--- src/rtl/mem_arbiter.sv ---
// mem_arbiter
//   Two-port arbiter in front of a single-ported 64-bit memory. One access is
//   issued per cycle; grant and memory command are combinational in the issue
//   cycle and read data returns one cycle later through the response FSM.
//   Data port has priority over fetch.
//
// Build option:
//   MEM_ARB_STARVE_EN  defined   -> starvation counter forces a fetch grant
//                                   after STARVE_LIMIT consecutive data wins
//                      undefined -> strict data-over-fetch priority
//
// Parameters:
//   ADDR_WIDTH    doubleword address width (default 10)
//   STARVE_LIMIT  data wins tolerated while fetch waits, 1..7 (default 4)
//
// Ports:
//   clk, rst                      clock, asynchronous active-low reset
//   if_req/if_addr                fetch read request
//   if_gnt/if_rvalid/if_rdata     fetch grant and read response
//   d_req/d_we/d_addr/d_wdata/d_wstrb  data request
//   d_gnt/d_rvalid/d_rdata        data grant and load response
//   mem_addr/mem_re/mem_we/mem_wstrb/mem_wdata  memory command
//   mem_rdata                     memory read data, one cycle after mem_re
module mem_arbiter #(
    parameter int ADDR_WIDTH   = 10,
    parameter int STARVE_LIMIT = 4
) (
    input  logic                  clk,
    input  logic                  rst,
    input  logic                  if_req,
    input  logic [ADDR_WIDTH-1:0] if_addr,
    output logic                  if_gnt,
    output logic                  if_rvalid,
    output logic [63:0]           if_rdata,
    input  logic                  d_req,
    input  logic                  d_we,
    input  logic [ADDR_WIDTH-1:0] d_addr,
    input  logic [63:0]           d_wdata,
    input  logic [7:0]            d_wstrb,
    output logic                  d_gnt,
    output logic                  d_rvalid,
    output logic [63:0]           d_rdata,
    output logic [ADDR_WIDTH-1:0] mem_addr,
    output logic                  mem_re,
    output logic                  mem_we,
    output logic [7:0]            mem_wstrb,
    output logic [63:0]           mem_wdata,
    input  logic [63:0]           mem_rdata
);

    // State names the owner of the response arriving next cycle.
    typedef enum logic [1:0] {
        IDLE  = 2'd0,
        RD_IF = 2'd1,
        RD_D  = 2'd2,
        WR    = 2'd3
    } state_t;

    localparam logic [2:0] LP_LIMIT = 3'(STARVE_LIMIT);

    state_t r_state;
    state_t w_state_nxt;
    logic   w_starve;
    logic   w_if_win;
    logic   w_d_win;

`ifdef MEM_ARB_STARVE_EN
    logic [2:0] r_starve_cnt;

    assign w_starve = if_req && (r_starve_cnt == LP_LIMIT);

    // Counts data wins while fetch is waiting; saturates at the limit.
    always_ff @(posedge clk or negedge rst) begin
        if (!rst) begin
            r_starve_cnt <= '0;
        end else if (if_gnt || !if_req) begin
            r_starve_cnt <= '0;
        end else if (d_gnt && (r_starve_cnt != LP_LIMIT)) begin
            r_starve_cnt <= r_starve_cnt + 3'd1;
        end
    end
`else
    // Constant-false for the legal 1..7 limit range: strict data priority.
    assign w_starve = if_req && (LP_LIMIT == 3'd0);
`endif

    always_ff @(posedge clk or negedge rst) begin
        if (!rst) begin
            r_state <= IDLE;
        end else begin
            r_state <= w_state_nxt;
        end
    end

    // Grant, memory command and next state. Grants are gated by rst so the
    // memory sees no command while reset is held.
    always_comb begin
        w_d_win     = rst && d_req && !w_starve;
        w_if_win    = rst && if_req && !w_d_win;
        if_gnt      = w_if_win;
        d_gnt       = w_d_win;
        mem_addr    = '0;
        mem_re      = 1'b0;
        mem_we      = 1'b0;
        mem_wstrb   = '0;
        mem_wdata   = '0;
        w_state_nxt = IDLE;
        if (w_d_win) begin
            mem_addr = d_addr;
            if (d_we) begin
                mem_we      = 1'b1;
                mem_wstrb   = d_wstrb;
                mem_wdata   = d_wdata;
                w_state_nxt = WR;
            end else begin
                mem_re      = 1'b1;
                w_state_nxt = RD_D;
            end
        end else if (w_if_win) begin
            mem_addr    = if_addr;
            mem_re      = 1'b1;
            w_state_nxt = RD_IF;
        end
    end

    // Response steering from the registered owner.
    always_comb begin
        if_rvalid = (r_state == RD_IF);
        d_rvalid  = (r_state == RD_D);
        if_rdata  = if_rvalid ? mem_rdata : '0;
        d_rdata   = d_rvalid  ? mem_rdata : '0;
    end

endmodule
--- config.mk ---
export PLATFORM = sky130hd
export DESIGN_NAME = mem_arbiter
export DESIGN_NICKNAME = d
export VERILOG_FILES = /design/src/rtl/mem_arbiter.sv
export SDC_FILE = /design/constraint.sdc
export NUM_CORES = 1
export LEC_CHECK = 0
export CORE_AREA = 2 2 146 148
export DETAILED_ROUTE_END_ITERATION = 6
export DIE_AREA = 0 0 148 150
export GPL_TIMING_DRIVEN = 0
export PLACE_DENSITY = 0.49
export SLEW_MARGIN = 20
export SYNTH_ARGS = -nofsm -noshare
export SYNTH_HDL_FRONTEND = slang
export SYNTH_SLANG_ARGS = --single-unit
--- constraint.sdc ---
create_clock -name clk -period 2.6 [get_ports clk]
set_input_delay 0.52 -clock clk [delete_from_list [all_inputs] [get_ports clk]]
set_output_delay 0.52 -clock clk [all_outputs]
set_load 0.05 [all_outputs]
==> summary.md, run 1 <==
| Metric | Value |
|---|---|
| Status | finished clean |
| CTS sink count | 2 |
| Layout Nets | 809 |
| Cell Area, Placed | 5791 µm² |
| Post-layout min period | 2533 ps |
| CP top delay family | buffers and inverters |
| Most common cell after layout, fill and taps aside | and2_1 |
| Worst min path class | input port to asynchronous set/reset pin |
| Biggest regs | r_state (2) |
| Drt initial violations | 76 |
| Critical path depth in cells | 6 |
| Post-Syn Area | 1683 µm² |
| Total grt overflow | 0 |
| Worst-path cell chain | clkdlybuf4s50_1, and3_1, buf_4, buf_6, and2_1, clkdlybuf4s15_2 |
| Antenna diodes | 0 |
| Largest reg by FF count | r_state |
| CTS Root Buffer Type | clkbuf_16 |
| Power density cells | 243.2 nW/µm² |
| Total power | 0.001279 W |
| Peak supply drop | 0.1396 mV |
| Bufs and invs on worst path | 4 |
| Vias per cell | 3.359 |
| Maxcap violations | 0 |
| Initial Utilization | around 8.1% |
| Crit-path slowest cell | clkdlybuf4s50_1 |
| CTS buffer count | 3 |
| Total Routing Usage GR | 10.74% |
| Final period util | 97.41% |
| Setup CP Type | input port to output pin |
| Final setup fails | 0 |
| Core area | 20690 µm² |
| Leak Pwr | around 2.8 nW |
| Die width | 148 µm |
| Hold Buf Count CTS | 0 |
| Cells after Synth | approximately 270 |
| Die footprint | 22200 µm² |
| WL/cell | 14.32 µm |
| Clock transition at path regs | 30 ps |
| Syn avg cell area | 6.303 µm² |
| Most frequent cells in the layout | and2_1, clkdlybuf4s50_1, clkbuf_2, buf_2, clkdlybuf4s15_2 |
| CTS tree | yes |
| H-tree depth | 1 |
| Yosys warning count | 0 |
| Max FO, Critical Path | 10 |
| Pre-Repair DR Iteration Count | 4 |
| Distinct cells, synth | 15 |
| First-pass GRT wire length | between 15 and 20 mm |
| Max reg flops | 2 |
| Initial antenna violation count | 0 |
| RSZ-0062 raised after global routing | false |
| Routed WL | 13.19 mm |
| Yosys reg bits | 2 |
| Worst setup EP type | output pin |
| Slowest Stage Delay on Critical Path | 490 ps |
| Layout cells sized above 1 | 31.89% |
| Post-route insts no fill | between 900 and 1k |
| Sequential share of the synthesized area | 2.974% |
| Final RePlAce weighted congestion | 0.7876 |
| Actual slew at the worst max-slew pin | 552.6 ps |
| Synth top area share | 74.72% |
| Largest net degree at the start of global routing | 11 |
| DP HPWL | 11.73 mm |
| Max Freq | 394.8 MHz |
| Final Hold Fails | 0 |
| CP required | around 2100 ps |
| DRC violations left | 0 |
| Net Count, Synth | 428 |
| Clk buf depth | 2 |
| IO Port Bufs | between 300 and 400 |
| Area growth syn-to-layout | 212.6% |
| Rows | 53 |
| Max-slew violations | 0 |
| Post-DRT Antenna Nets | 0 |
| Slew Limit Headroom | 63.10% |
| CP Data Arrival Time | 2010 ps |
| Die height | around 150 µm |
| Final hold slack | approximately 310 ps |
| Vias | between 3k and 4k |
| IO Pins | 377 |
| CP startpoint kind | input port |
| Yosys top cell by area | and2_1 |
| Top cells by area, synth | and2_1, buf_6, nand2b_1 |
| Cell area after layout | 5260 µm² |
| Dpl cells | 918 |
| Vias in the first global route | 3178 |
worst max path at each step:
stage	start	to	slack, ps
2_1_floorplan	d_req	mem_addr[4]	210
3_3_place_gp	rst	mem_addr[1]	-780
3_5_place_dp	d_req	mem_addr[1]	-750
4_1_cts	r_state[0]$_DFF_PN0_	d_rdata[18]	0.5
5_1_grt	d_we	mem_wdata[25]	0.3
6_report	d_we	mem_wdata[24]	70
repair_timing:
| item | in CTS | in global routing |
|---|---|---|
| setup endpoints to repair | 196 | 183 |
| setup buffers | 0 | 0 |
| resized for setup | 485 | 268 |
cells by family after synthesis:
logic type / Yosys count / share of synthesized area, %
DFF: 2 / 2.974
buffers and inverters: 25 / 9.220
muxes: 1 / 0.5948
AOI/OAI and AO/OA: 12 / 3.568
and+or+nand+nor: 227 / 83.64
metal layers:
metal / global-route usage, % / routed length [µm]
met1: 12.67 / 5235
met2: 20.28 / 6754
met3: 2.835 / 1168
met4: 0.6667 / 28
met5: 0 / 0
synth_stat cells:
| master | number |
|---|---|
| nor2b_1 | 3 |
| nand2b_1 | 10 |
| nand2_1 | 1 |
| and3_1 | 1 |
| dfrtp_1 | 2 |
| buf_2 | 4 |
| and3b_1 | 1 |
| a21oi_1 | 1 |
| buf_4 | 1 |
| clkbuf_1 | 13 |
| o21ai_0 | 11 |
| and2_1 | 201 |
| mux2i_1 | 1 |
| nand3_1 | 10 |
| buf_6 | 7 |
report_power, final:
group | switching [W] | internal (W)
Combinational | 0.000618 | 0.000398
Sequential | 0.000000894 | 0.0000332
Clock | 0.0000336 | 0.000196
through the flow:
step / setup WS [ps] / util (%) / TNS (ps)
5_1_grt: 0.3151 / 25.42 / 0
3_5_place_dp: -746.0 / 27.99 / -63270
6_report: 67.35 / 25.42 / 0
2_1_floorplan: 205.8 / - / 0
4_1_cts: 0.4641 / 28.47 / 0
3_3_place_gp: -781.1 / 27.99 / -62680
area by class of cell:
class | count | area, µm²
fill | 2340 | 15430
timing repair buffer | 376 | 3139
multi-input combinational | 240 | 1480
tap | 275 | 344.1
buffer | 25 | 171.4
clock buffer | 3 | 75.07
sequential | 2 | 50.05
No activity file was read; power rests on OpenSTA's default activity.
==> inputs of run 2 (changes only) <==
- CELL_PAD_IN_SITES_DETAIL_PLACEMENT: not set -> 1
- CELL_PAD_IN_SITES_GLOBAL_PLACEMENT: not set -> 1
- CORE_AREA: 2 2 146 148 -> 2 2 145 147
- DIE_AREA: 0 0 148 150 -> 0 0 147 149
- PLACE_DENSITY: 0.49 -> 0.8
- RECOVER_POWER: not set -> 50
- clock period: 2.6 -> 2.7 ns (I/O delays scaled with it)
==> summary.md, run 2 (synthesis gave the netlist of run 1 again) <==
| Metric | Value |
|---|---|
| Status | finished clean |
| IO Port Bufs | ~380 |
| Layout Nets | a little over 800 |
| Final hold slack | around 320 ps |
| CP top delay family | buffers and inverters |
| Max Freq | 382.8 MHz |
| Slowest Stage Delay on Critical Path | approximately 500 ps |
| Final RePlAce weighted congestion | 0.7532 |
| First-pass GRT wire length | 19.46 mm |
| Antenna diodes | 0 |
| Clock transition at path regs | 30 ps |
| Dpl ws | -688.8 ps |
| Leak Pwr | 2.399 nW |
| Layout cells sized above 1 | between 20% and 30% |
| Reg power frac | 2.7% |
| Final Hold Fails | 0 |
| CP Data Arrival Time | about 2100 ps |
| CP required | between 2000 and 2500 ps |
| Rows | 53 |
| Initial antenna violation count | 0 |
| Comb pwr share | ~79% |
| Internal power | 0.0006003 W |
| Clock network fraction of design power | 18.2% |
| Max reg flops | 2 |
| Total Routing Usage GR | roughly 11% |
| Die footprint | ~22000 µm² |
| Hold Buf Count CTS | 0 |
| Switching power | 0.0006374 W |
| Crit-path slowest cell | clkdlybuf4s50_1 |
| Worst setup EP type | output pin |
| Most frequent cells in the layout | and2_1, clkdlybuf4s50_1, clkbuf_2, clkdlybuf4s15_2, and2_0 |
| Clk buf depth | 2 |
| CTS buffer count | 3 |
| Core area | 20560 µm² |
| Pre-Repair DR Iteration Count | 4 |
| Biggest regs | r_state (2) |
| WL/cell | 14.46 µm |
| Largest reg by FF count | r_state |
| Max-slew violations | 0 |
| IO Pins | 377 |
| Post-DRT Antenna Nets | 0 |
| CP startpoint kind | input port |
| Drt initial violations | 63 |
| Actual slew at the worst max-slew pin | 656.1 ps |
| Setup CP Type | input port to output pin |
| Worst-path cell chain | clkdlybuf4s50_1, and3_1, buf_4, buf_6, and2_1, clkdlybuf4s15_2 |
| Vias in the first global route | 3516 |
| Final period util | a little over nine tenths |
| Die width | roughly 150 µm |
| Power density cells | 230.6 nW/µm² |
| CTS Root Buffer Type | clkbuf_16 |
| Critical Path Source | d_we |
| CTS sink count | 2 |
| Worst min path class | input port to asynchronous set/reset pin |
| RSZ-0062 raised after global routing | false |
| Total grt overflow | 0 |
| Post-layout min period | 2612 ps |
| Initial Utilization | roughly 8.2% |
| Cts repair resizes | 376 |
| Bufs and invs on worst path | 4 |
| H-tree depth | 1 |
| Final setup fails | 0 |
| Peak supply drop | 0.1127 mV |
| Vias | roughly 3.3k |
| Layout fillers | 2559 |
| Setup ws final | 87.82 ps |
| Sw Ratio | around 51% |
| Vias per cell | 3.580 |
| Slew Limit Headroom | 56.45% |
| Routed WL | around 13 mm |
| Setup repair bufs after CTS | 0 |
| Maxcap violations | 0 |
| CTS tree | yes |
| DRC violations left | 0 |
| Finished Core Util | between 20% and 30% |
| Area growth syn-to-layout | 219.0% |
| Max FO, Critical Path | 10 |
| Die height | 149 µm |
| Largest net degree at the start of global routing | 11 |
| DP HPWL | 11.82 mm |
run 2: changes by cell type in the layout (fill, tap and decap cells not counted), sizes merged:
cell,before,now
clkdlybuf4s15,40,68
clkdlybuf4s50,161,171
dlymetal6s2s,17,0
clkdlybuf4s18,3,8
buf,82,31
clkbuf,86,97
dlygate4sd3,0,1
dlygate4sd2,15,28
run 2: area by class of cell:
cell class | instances | area (µm²) | share of cell area, %
Sequential cell | 2 | 50.05 | 0.9324
Timing Repair Buffer | 376 | 3261 | 60.75
Tap cell | 275 | 344.1 | 6.410
Buffer | 25 | 160.2 | 2.984
Clock buffer | 3 | 75.07 | 1.399
Multi-Input combinational cell | 240 | 1478 | 27.53
run 2: stage by stage:
step / instances / setup TNS, ps / area, µm² / total power (W)
after floorplan: 267 / 0 / 1683 / 0.0005883
after global placement: 918 / -52150 / 5791 / 0.001096
after detailed placement: 918 / -54360 / 5791 / 0.001105
after CTS: 921 / 0 / 5837 / 0.001284
after global routing: 921 / 0 / 5368 / 0.001304
final: 921 / 0 / 5368 / 0.001238
run 2: worst paths after layout:
check                                       end  slack [ps]  depth (start not counted)
max in group asynchronous  r_state[0]$_DFF_PN0_        2140                          1
worst min-delay path       r_state[1]$_DFF_PN0_         320                          1
min in group clk           r_state[0]$_DFF_PN0_         890                          2
worst max-delay path               mem_wdata[8]          90                          6
run 2: power groups by stage:
stage               clock network, W  registers (W)  logic [W]
detailed placement                 0      0.0000332    0.00107
global placement                   0      0.0000333    0.00106
floorplan                          0      0.0000328   0.000555
finish                      0.000226      0.0000330   0.000979
global route                0.000237      0.0000331    0.00103
CTS                         0.000232      0.0000329    0.00102
run 2: per-layer routing:
| layer | GRT usage [%] | wire length, µm | vias to the layer above |
|---|---|---|---|
| li1 | - | - | 1566 |
| met1 | 12.06 | 5047 | 1504 |
| met2 | 21.74 | 6842 | 217 |
| met3 | 3.578 | 1289 | 10 |
| met4 | 1.779 | 135 | 0 |
| met5 | 0 | 0 | - |
==> inputs of run 3 (changes only) <==
- CTS_CLUSTER_DIAMETER: not set -> 30
- SLEW_MARGIN: 20 -> 15
==> results of run 3 <==
Final layout, timing and power as in run 2 (identical DEF).
